$ cat config.mk
export PLATFORM = sky130hd
export DESIGN_NAME = beea_sched
export DESIGN_NICKNAME = d
export VERILOG_FILES = /design/src/rtl/beea_sched.sv
export SDC_FILE = /design/constraint.sdc
export NUM_CORES = 1
export LEC_CHECK = 0
export ABC_AREA = 0
export ABC_CLOCK_PERIOD_IN_PS = 9830
export CAP_MARGIN = 15
export CORE_AREA = 2 2 155 157
export DETAILED_ROUTE_END_ITERATION = 8
export DIE_AREA = 0 0 157 159
export GPL_TIMING_DRIVEN = 1
export MAX_ROUTING_LAYER = met4
export PLACE_DENSITY = 0.74
export SLEW_MARGIN = 20
export SYNTH_ARGS = -nofsm -noshare
export SYNTH_HDL_FRONTEND = slang
export SYNTH_SLANG_ARGS = --single-unit
export TNS_END_PERCENT = 20
$ cat constraint.sdc
create_clock -name clk -period 9.83 [get_ports clk]
set_input_delay 1.966 -clock clk [delete_from_list [all_inputs] [get_ports clk]]
set_output_delay 1.966 -clock clk [all_outputs]
set_load 0.02 [all_outputs]
$ cat src/rtl/beea_sched.sv
// Round-robin scheduler sharing one beea modular-inverse engine among NUM_REQ requesters.
// Optional WAIT watchdog enabled by defining BEEA_SCHED_TIMEOUT_EN.
module beea_sched #(
  parameter int NUM_REQ        = 4,
  parameter int WIDTH          = 32,
  parameter int TIMEOUT_CYCLES = 4096
) (
  input  logic                       clk,
  input  logic                       rst,
  input  logic [NUM_REQ-1:0]         req_valid,
  input  logic [NUM_REQ*WIDTH-1:0]   req_k,
  input  logic [NUM_REQ*WIDTH-1:0]   req_p,
  output logic [NUM_REQ-1:0]         req_ready,
  output logic                       rsp_valid,
  input  logic                       rsp_ready,
  output logic [$clog2(NUM_REQ)-1:0] rsp_id,
  output logic [WIDTH-1:0]           rsp_data,
  output logic                       rsp_err,
  output logic                       eng_start,
  output logic [WIDTH-1:0]           eng_k,
  output logic [WIDTH-1:0]           eng_p,
  input  logic                       eng_rdy,
  input  logic [WIDTH-1:0]           eng_c
);
  localparam int IDW = $clog2(NUM_REQ);

  typedef enum logic [1:0] {IDLE, ISSUE, WAIT, RESP} state_t;

  state_t           state, state_nx;
  logic [IDW-1:0]   rr_ptr;
  logic [IDW-1:0]   winner;
  logic [IDW:0]     idx;
  logic             found;
  logic             grant;
  logic             bad_op;
  logic             saw_busy;
  logic             tmo_hit;
  logic [WIDTH-1:0] win_k, win_p;

  // Rotating priority search starting at rr_ptr, wrapping at NUM_REQ.
  always_comb begin
    winner = '0;
    found  = 1'b0;
    idx    = '0;
    for (int unsigned i = 0; i < NUM_REQ; i++) begin
      idx = (IDW+1)'(rr_ptr) + (IDW+1)'(i);
      if (idx >= (IDW+1)'(NUM_REQ)) idx = idx - (IDW+1)'(NUM_REQ);
      if (!found && req_valid[idx[IDW-1:0]]) begin
        found  = 1'b1;
        winner = idx[IDW-1:0];
      end
    end
  end

  assign win_k  = req_k[winner*WIDTH +: WIDTH];
  assign win_p  = req_p[winner*WIDTH +: WIDTH];
  assign grant  = (state == IDLE) && eng_rdy && found;
  assign bad_op = (win_k == '0) || (win_p < WIDTH'(2)) || (win_k >= win_p);

  always_comb begin
    req_ready = '0;
    if (grant) req_ready[winner] = 1'b1;
  end

  assign eng_start = (state == ISSUE);
  assign rsp_valid = (state == RESP);

`ifdef BEEA_SCHED_TIMEOUT_EN
  localparam int TW = $clog2(TIMEOUT_CYCLES + 1);
  logic [TW-1:0] tmo_cnt;

  always_ff @(posedge clk) begin
    if (rst || state == ISSUE) tmo_cnt <= '0;
    else if (state == WAIT)    tmo_cnt <= tmo_cnt + 1'b1;
  end

  assign tmo_hit = (state == WAIT) && (tmo_cnt == TW'(TIMEOUT_CYCLES - 1));
`else
  assign tmo_hit = 1'b0;
`endif

  always_comb begin
    state_nx = state;
    unique case (state)
      IDLE:    if (grant) state_nx = bad_op ? RESP : ISSUE;
      ISSUE:   state_nx = WAIT;
      WAIT:    if ((saw_busy && eng_rdy) || tmo_hit) state_nx = RESP;
      RESP:    if (rsp_ready) state_nx = IDLE;
      default: state_nx = IDLE;
    endcase
  end

  always_ff @(posedge clk) begin
    if (rst) begin
      state    <= IDLE;
      rr_ptr   <= '0;
      saw_busy <= 1'b0;
      eng_k    <= '0;
      eng_p    <= '0;
      rsp_id   <= '0;
      rsp_data <= '0;
      rsp_err  <= 1'b0;
    end else begin
      state <= state_nx;
      unique case (state)
        IDLE: if (grant) begin
          eng_k    <= win_k;
          eng_p    <= win_p;
          rsp_id   <= winner;
          rr_ptr   <= (winner == IDW'(NUM_REQ - 1)) ? '0 : winner + 1'b1;
          rsp_data <= '0;
          rsp_err  <= bad_op;
        end
        ISSUE: saw_busy <= 1'b0;
        WAIT: begin
          // rdy still high from the previous run is ignored until the engine has dropped it.
          if (!eng_rdy) saw_busy <= 1'b1;
          if (saw_busy && eng_rdy) begin
            rsp_data <= eng_c;
            rsp_err  <= 1'b0;
          end else if (tmo_hit) begin
            rsp_data <= '0;
            rsp_err  <= 1'b1;
          end
        end
        default: ;
      endcase
    end
  end
endmodule
# Word level (Yosys, flattened, before mapping)
# Index checks and enable logic that the tools add are counted.
# Widths: inputs -> output; s select.
# op_classes
reduce_logical,20
n_shift,2
n_mux,37
magnitude_cmp,12
addsub,8
eq_ne,8
# ops
cell,count
$shiftx 128x8->32,2
$mux 32,2
$pmux 32 s2,1
$ge 32x32->1,1
$logic_not 32->1,1
$lt 32x2->1 const B,1
$mux 2,13
$lt 2x3->1 const B,5
$mux 1,12
$ge 3x3->1 const B,3
$bmux 1 s2,4
$pmux 2 s4,1
$sub 2x1->2 const B,4
$logic_and 1x1->1,7
$add 2x2->3 const B,2
$eq 2x2->1 const B,3
$ne 2x2->1 const B,3
$reduce_and 3->1,2
$mux 4,1
$pmux 1 s2,2
$reduce_and 2->1,2
$reduce_bool 2->1,2
$add 2x1->3 const B,1
$ge 2x3->1 const B,1
8 further kinds,11
# totals
ff_bits,104
output_inout_bits,105

# Longest topological paths before layout
# depth
ltp_word,21
mapped_depth,21
ltp_nobuf,18

# Least setup slack after synthesis
# OpenSTA, ideal clock, no wires.
# synth_timing
path_kind,input -> register
start,in req_valid[2]
end,reg state[1]
n_path_buf,3
setup_ns,0.116
arrival_ns,5.411
setup_slack_ns,4.303
t_required_ns,9.714
stages,21
cell_sequence,nand2b_1 o21ai_0 a211o_1 buf_6 clkinv_8 buf_4 clkbuf_1 nand2_1 and3_1 a31oi_1 ha_1 nand2b_1 a21o_1 a21o_1 a21oi_1 o211a_1 o31ai_1 a211oi_1 o32ai_1 a2111o_1 a41o_1
# synth_via
elab_chain_cells,19
word_cells_on_any_way,35
cone_classes,order compare: 2; eq/ne: 1; shift: 2; mux: 19; reduce/logical: 11
# synth_lines
item,line_no,text
from (decl),10,"input logic [NUM_REQ-1:0] req_valid,"
$bmux 1 s2,48,if (!found && req_valid[idx[IDW-1:0]]) begin
$mux 1 (implied by the code),48,
$mux 1,48,
$logic_not 1->1,48,
$logic_and 1x1->1,48,
$mux 1,48,
$logic_not 1->1,48,
$logic_and 1x1->1,48,
(+4 left out),n/a,
via winner[0],31,logic [IDW-1:0] winner;
$shiftx 128x8->32 *,56,assign win_p = req_p[winner*WIDTH +: WIDTH];
via win_p[0],38,"logic [WIDTH-1:0] win_k, win_p;"
$lt 32x2->1,58,assign bad_op = (win_k == '0) || (win_p < WIDTH'(2)) || (win_k >= win_p);
$logic_or 1x1->1,58,
$logic_or 1x1->1 *,58,
$mux 2 * (2 in a row),85,IDLE: if (grant) state_nx = bad_op ? RESP : ISSUE;
$pmux 2 s4 *,84,unique case (state)
to (signal assigned),104,state <= state_nx;
to (decl),29,"state_t state, state_nx;"
# The timed path passes the listed nets; every way through them passes the cells marked *. The select of a mux whose other input is x is not followed.
# A chain may end at the register's enable or synchronous reset.

# Final worst setup path
# layout_timing
start,in req_valid[0]
end,out req_ready[1]
# layout_via
elab_chain_cells,17
word_cells_on_any_way,29
cone_classes,order compare: 2; mux: 19; reduce/logical: 8
# layout_lines
item,line_no,text
$bmux 1 s2,48,
$mux 1 (implied by the code),48,
$mux 1,48,
$logic_not 1->1,48,
$logic_and 1x1->1,48,
$mux 1,48,
$logic_not 1->1,48,
$logic_and 1x1->1,48,
$mux 1,48,
$logic_not 1->1,48,
$logic_and 1x1->1,48,
$mux 2,48,
$lt 2x3->1 (implied by the code) / $ge 2x1->1 (equally long branches),62,if (grant) req_ready[winner] = 1'b1;
$logic_and 1x1->1 (implied by the code),62,
$mux 1 (implied by the code),62,
$demux 1 s2,62,
$mux 4 *,62,
to (decl),13,"output logic [NUM_REQ-1:0] req_ready,"
# Every way passes the cells marked *; elsewhere a longest branch is shown, timed or not. The select of a mux whose other input is x is not followed.

==> impl_metrics.csv <==
group,metric,value,unit
synth,yosys.cell_types.count,43,
grt,grt_pass1_vias,7772,
route,viasPerCell,4.901,
cts,clk_pin_slew,0.08,ns
grt,grt_pass1_wl,43860,µm
cts,clock_tree.root_cell,"sky130_fd_sc_hd__clkbuf_16",
route,drt-initial-drc-count,422,
worst_setup_path,worst-r2r-setup-slack,4.71,ns
worst_setup_path,cp.required,7.86,ns
cts,cts_made_buffers,9,
cells_and_area,drive_gt1_share,2.540,%
worst_setup_path,crit-reg2reg-capture,"state[1]",
cells_and_area,final_cells,1620,
placement,dp_cells,1602,
sta,hold-worst-slack,0.4493,ns
min_path,timing.hold.worst_endpoint,"rsp_data[5]",
min_path,worstHoldStart,"rsp_data[5]",
run_status,run_status,"finished clean",
grt,grt.total_usage,23.54,%
power,power.static_leakage,4.499,nW
sta,finalWorstPathRequiredPeriod,7.285,ns
sta,timing.max_slew.rel_slack,31.38,%
floorplanning,rows,56,
floorplanning,die_height,159,µm
grt,grt_max_degree,91,
route,wl,29760,µm
synth,ys.flop_type,"sky130_fd_sc_hd__dfxtp_1",
synth,mappedNetlistArea,6773,µm²
route,route.detailed.wl_per_inst,18.37,µm
sta,finalHoldViolCount,0,
sta,maxSlewViolCount,0,
sta,grt_setup_unrepaired,"false",
route,postRouteAntennaNets,0,
placement,final_wtd_congestion,0.9007,
synth,yosys-top-cells-area,"sky130_fd_sc_hd__dfxtp_1, sky130_fd_sc_hd__nand2_1, sky130_fd_sc_hd__mux2i_1",
cells_and_area,layout.cells.most_common_list,"sky130_fd_sc_hd__clkdlybuf4s50_1, sky130_fd_sc_hd__nand2_1, sky130_fd_sc_hd__a21oi_1, sky130_fd_sc_hd__dfxtp_1, sky130_fd_sc_hd__mux2i_1",
synth,syn_area_per_cell,7.167,µm²
synth,synth-edff-count,0,
grt,antenna_found_initial,2,
floorplanning,fp.coreArea,23190,µm²
synth,synth-seq-area-share,30.74,%
sta,final.setup.tns,0,ns
synth,async_flop_share,0,%
placement,area_after_detailed_placement,10930,µm²
sta,finalClockSkew,0.008071,ns
sta,tightestPinTransition,1.027,ns
cts,cts_max_level,3,
power,power_per_cell_area,197.7,nW/µm²
worst_setup_path,timing.critical_path.to_type,"output pin",
route,detailedRoute.firstPassIterationCount,5,
flow_run,drv_cap,0,
min_path,timing.hold.worst.class,"reg2reg",
route,drc,0,
synth,synthesis.nets,1281,
cts,cts.repair.resized,0,
sta,finalSetupViolations,0,
floorplanning,ios,401,
synth,post-synth-top-area-fraction,30.74,%
grt,grt.overflow.total,0,
cells_and_area,layout.filler_cells,2320,
power,max_ir_drop_vdd,0.09436,mV
placement,detailedPlace.worstSlack,2.644,ns
floorplanning,initial_core_util,29.20,%
cells_and_area,areaGrowthSynthToFinish,65.91,%
floorplanning,die-width,157,µm
cells_and_area,layout_commonest_cell,"sky130_fd_sc_hd__clkdlybuf4s50_1",
cts,post_cts_hold_buffer_count,0,
placement,detailedPlacementHpwl,22820,µm
cts,worstSkewPairLatency,0.36,ns
cts,post_cts.repair.setup_buffers,0,
floorplanning,fp.dieArea,24960,µm²
cts,cts_tree,"done",
cts,clock_sink_count,104,
worst_setup_path,cp-start-kind,"input pin",
placement,io_port_bufs,400,
sta,period_share,74.11,%
sta,timing.fmax,0.1373,GHz
sta,final_critical_path_setup_slack,2.545,ns
synth,syn_inst,945,
worst_setup_path,arrival,5.32,ns
worst_setup_path,reg2reg_depth,19,
cts,cts_max_path_buffers,2,
worst_setup_path,timing.rr.start,"rr_ptr[1]",
cells_and_area,layout.cell_area.non_filler,11240,µm²
synth,synthesis.yosys.warnings,0,
synth,cell_type_contributing_the_most_total_cell_area_after_synthesis,"sky130_fd_sc_hd__dfxtp_1",
min_path,hold_depth,2,
route,dr_total_vias,7940,
worst_setup_path,critical_path_peak_fanout,90,
worst_setup_path,critPathKind,"in2out",
synth,synth.ff_latch_count,104,
cells_and_area,nets,1630,
[kinds of logic after synthesis]
logic type	count (synthesis)	synth area share [%]
adder cells (fa/ha/maj)	40	7.390
multiplexers	97	14.35
flip-flops	104	30.74
AO/OA/AOI/OAI	139	11.45
AND/OR/NAND/NOR	486	30.59
buffers and inverters	79	5.468
[worst max-delay path, cell delays in order]
cell	delay (ns)
sky130_fd_sc_hd__clkdlybuf4s50_1	0.55
sky130_fd_sc_hd__inv_1	0.06
sky130_fd_sc_hd__o21ai_0	0.15
sky130_fd_sc_hd__a211o_2	0.15
sky130_fd_sc_hd__buf_4	0.54
sky130_fd_sc_hd__clkinv_8	0.53
sky130_fd_sc_hd__ha_1	0.46
sky130_fd_sc_hd__and2_1	0.14
sky130_fd_sc_hd__clkdlybuf4s50_1	0.53
[through the flow]
step / utilization (%) / total power, mW
after floorplan: - / 1.345
after global placement: 47.14 / 1.846
after detailed placement: 47.14 / 1.869
after CTS: 48.43 / 2.248
after global routing: 48.45 / 2.386
final: 48.45 / 2.221
[state kept, by name, indices dropped and copies added (netlist names)]
signal    cells
eng_k        32
eng_p        32
rr_ptr        2
rsp_data     32
rsp_err       1
rsp_id        2
saw_busy      1
state         2
[per-layer routing]
| metal | vias up | GRT usage [%] | wire length (µm) |
|---|---|---|---|
| li1 | 3946 | - | - |
| met1 | 3641 | 26.92 | 12210 |
| met2 | 300 | 40.03 | 14580 |
| met3 | 53 | 5.743 | 2096 |
| met4 | 0 | 7.882 | 877 |
| met5 | - | - | 0 |
[worst max-delay path by stage]
stage / start / end / cells past startpoint
finish: req_valid[0] / req_ready[1] / 9
global route: req_valid[0] / req_ready[1] / 9
CTS: req_valid[1] / req_ready[1] / 9
detailed placement: req_valid[0] / state[1] / 20
global placement: req_valid[0] / state[1] / 20
floorplan: req_valid[2] / state[1] / 21
[where the power goes]
group / internal (mW) / switching (mW)
registers: 0.495 / 0.0407
logic: 0.527 / 0.792
clock network: 0.180 / 0.186
[cell type report]
class                      instances  area, µm²  area share, %
sequential                       104       2082          18.53
antenna                            2      5.005        0.04454
inverter                          10      52.55         0.4677
tap                              319      399.1          3.552
clock buffer                       9      225.2          2.004
multi-input combinational        762       4345          38.67
clock inverter                     7      73.82         0.6569
timing repair buffer             407       4054          36.08
[cell usage after synthesis (2+ instances only)]
cell type and instances:
sky130_fd_sc_hd__inv_1 8, sky130_fd_sc_hd__a2111oi_0 2, sky130_fd_sc_hd__a211oi_1 2, sky130_fd_sc_hd__a31oi_1 2
sky130_fd_sc_hd__ha_1 40, sky130_fd_sc_hd__nand2_1 269, sky130_fd_sc_hd__nand4_1 16, sky130_fd_sc_hd__nand3_1 96
sky130_fd_sc_hd__nor4_1 11, sky130_fd_sc_hd__and2_1 5, sky130_fd_sc_hd__buf_6 6, sky130_fd_sc_hd__o21ai_0 6
sky130_fd_sc_hd__a21o_1 9, sky130_fd_sc_hd__nand2b_1 9, sky130_fd_sc_hd__nor2_1 72, sky130_fd_sc_hd__a21oi_1 107
sky130_fd_sc_hd__buf_2 10, sky130_fd_sc_hd__buf_1 2, sky130_fd_sc_hd__nor2b_1 2, sky130_fd_sc_hd__clkbuf_1 50
sky130_fd_sc_hd__dfxtp_1 104, sky130_fd_sc_hd__mux2i_1 96
Power figures use the tool's default switching activity.
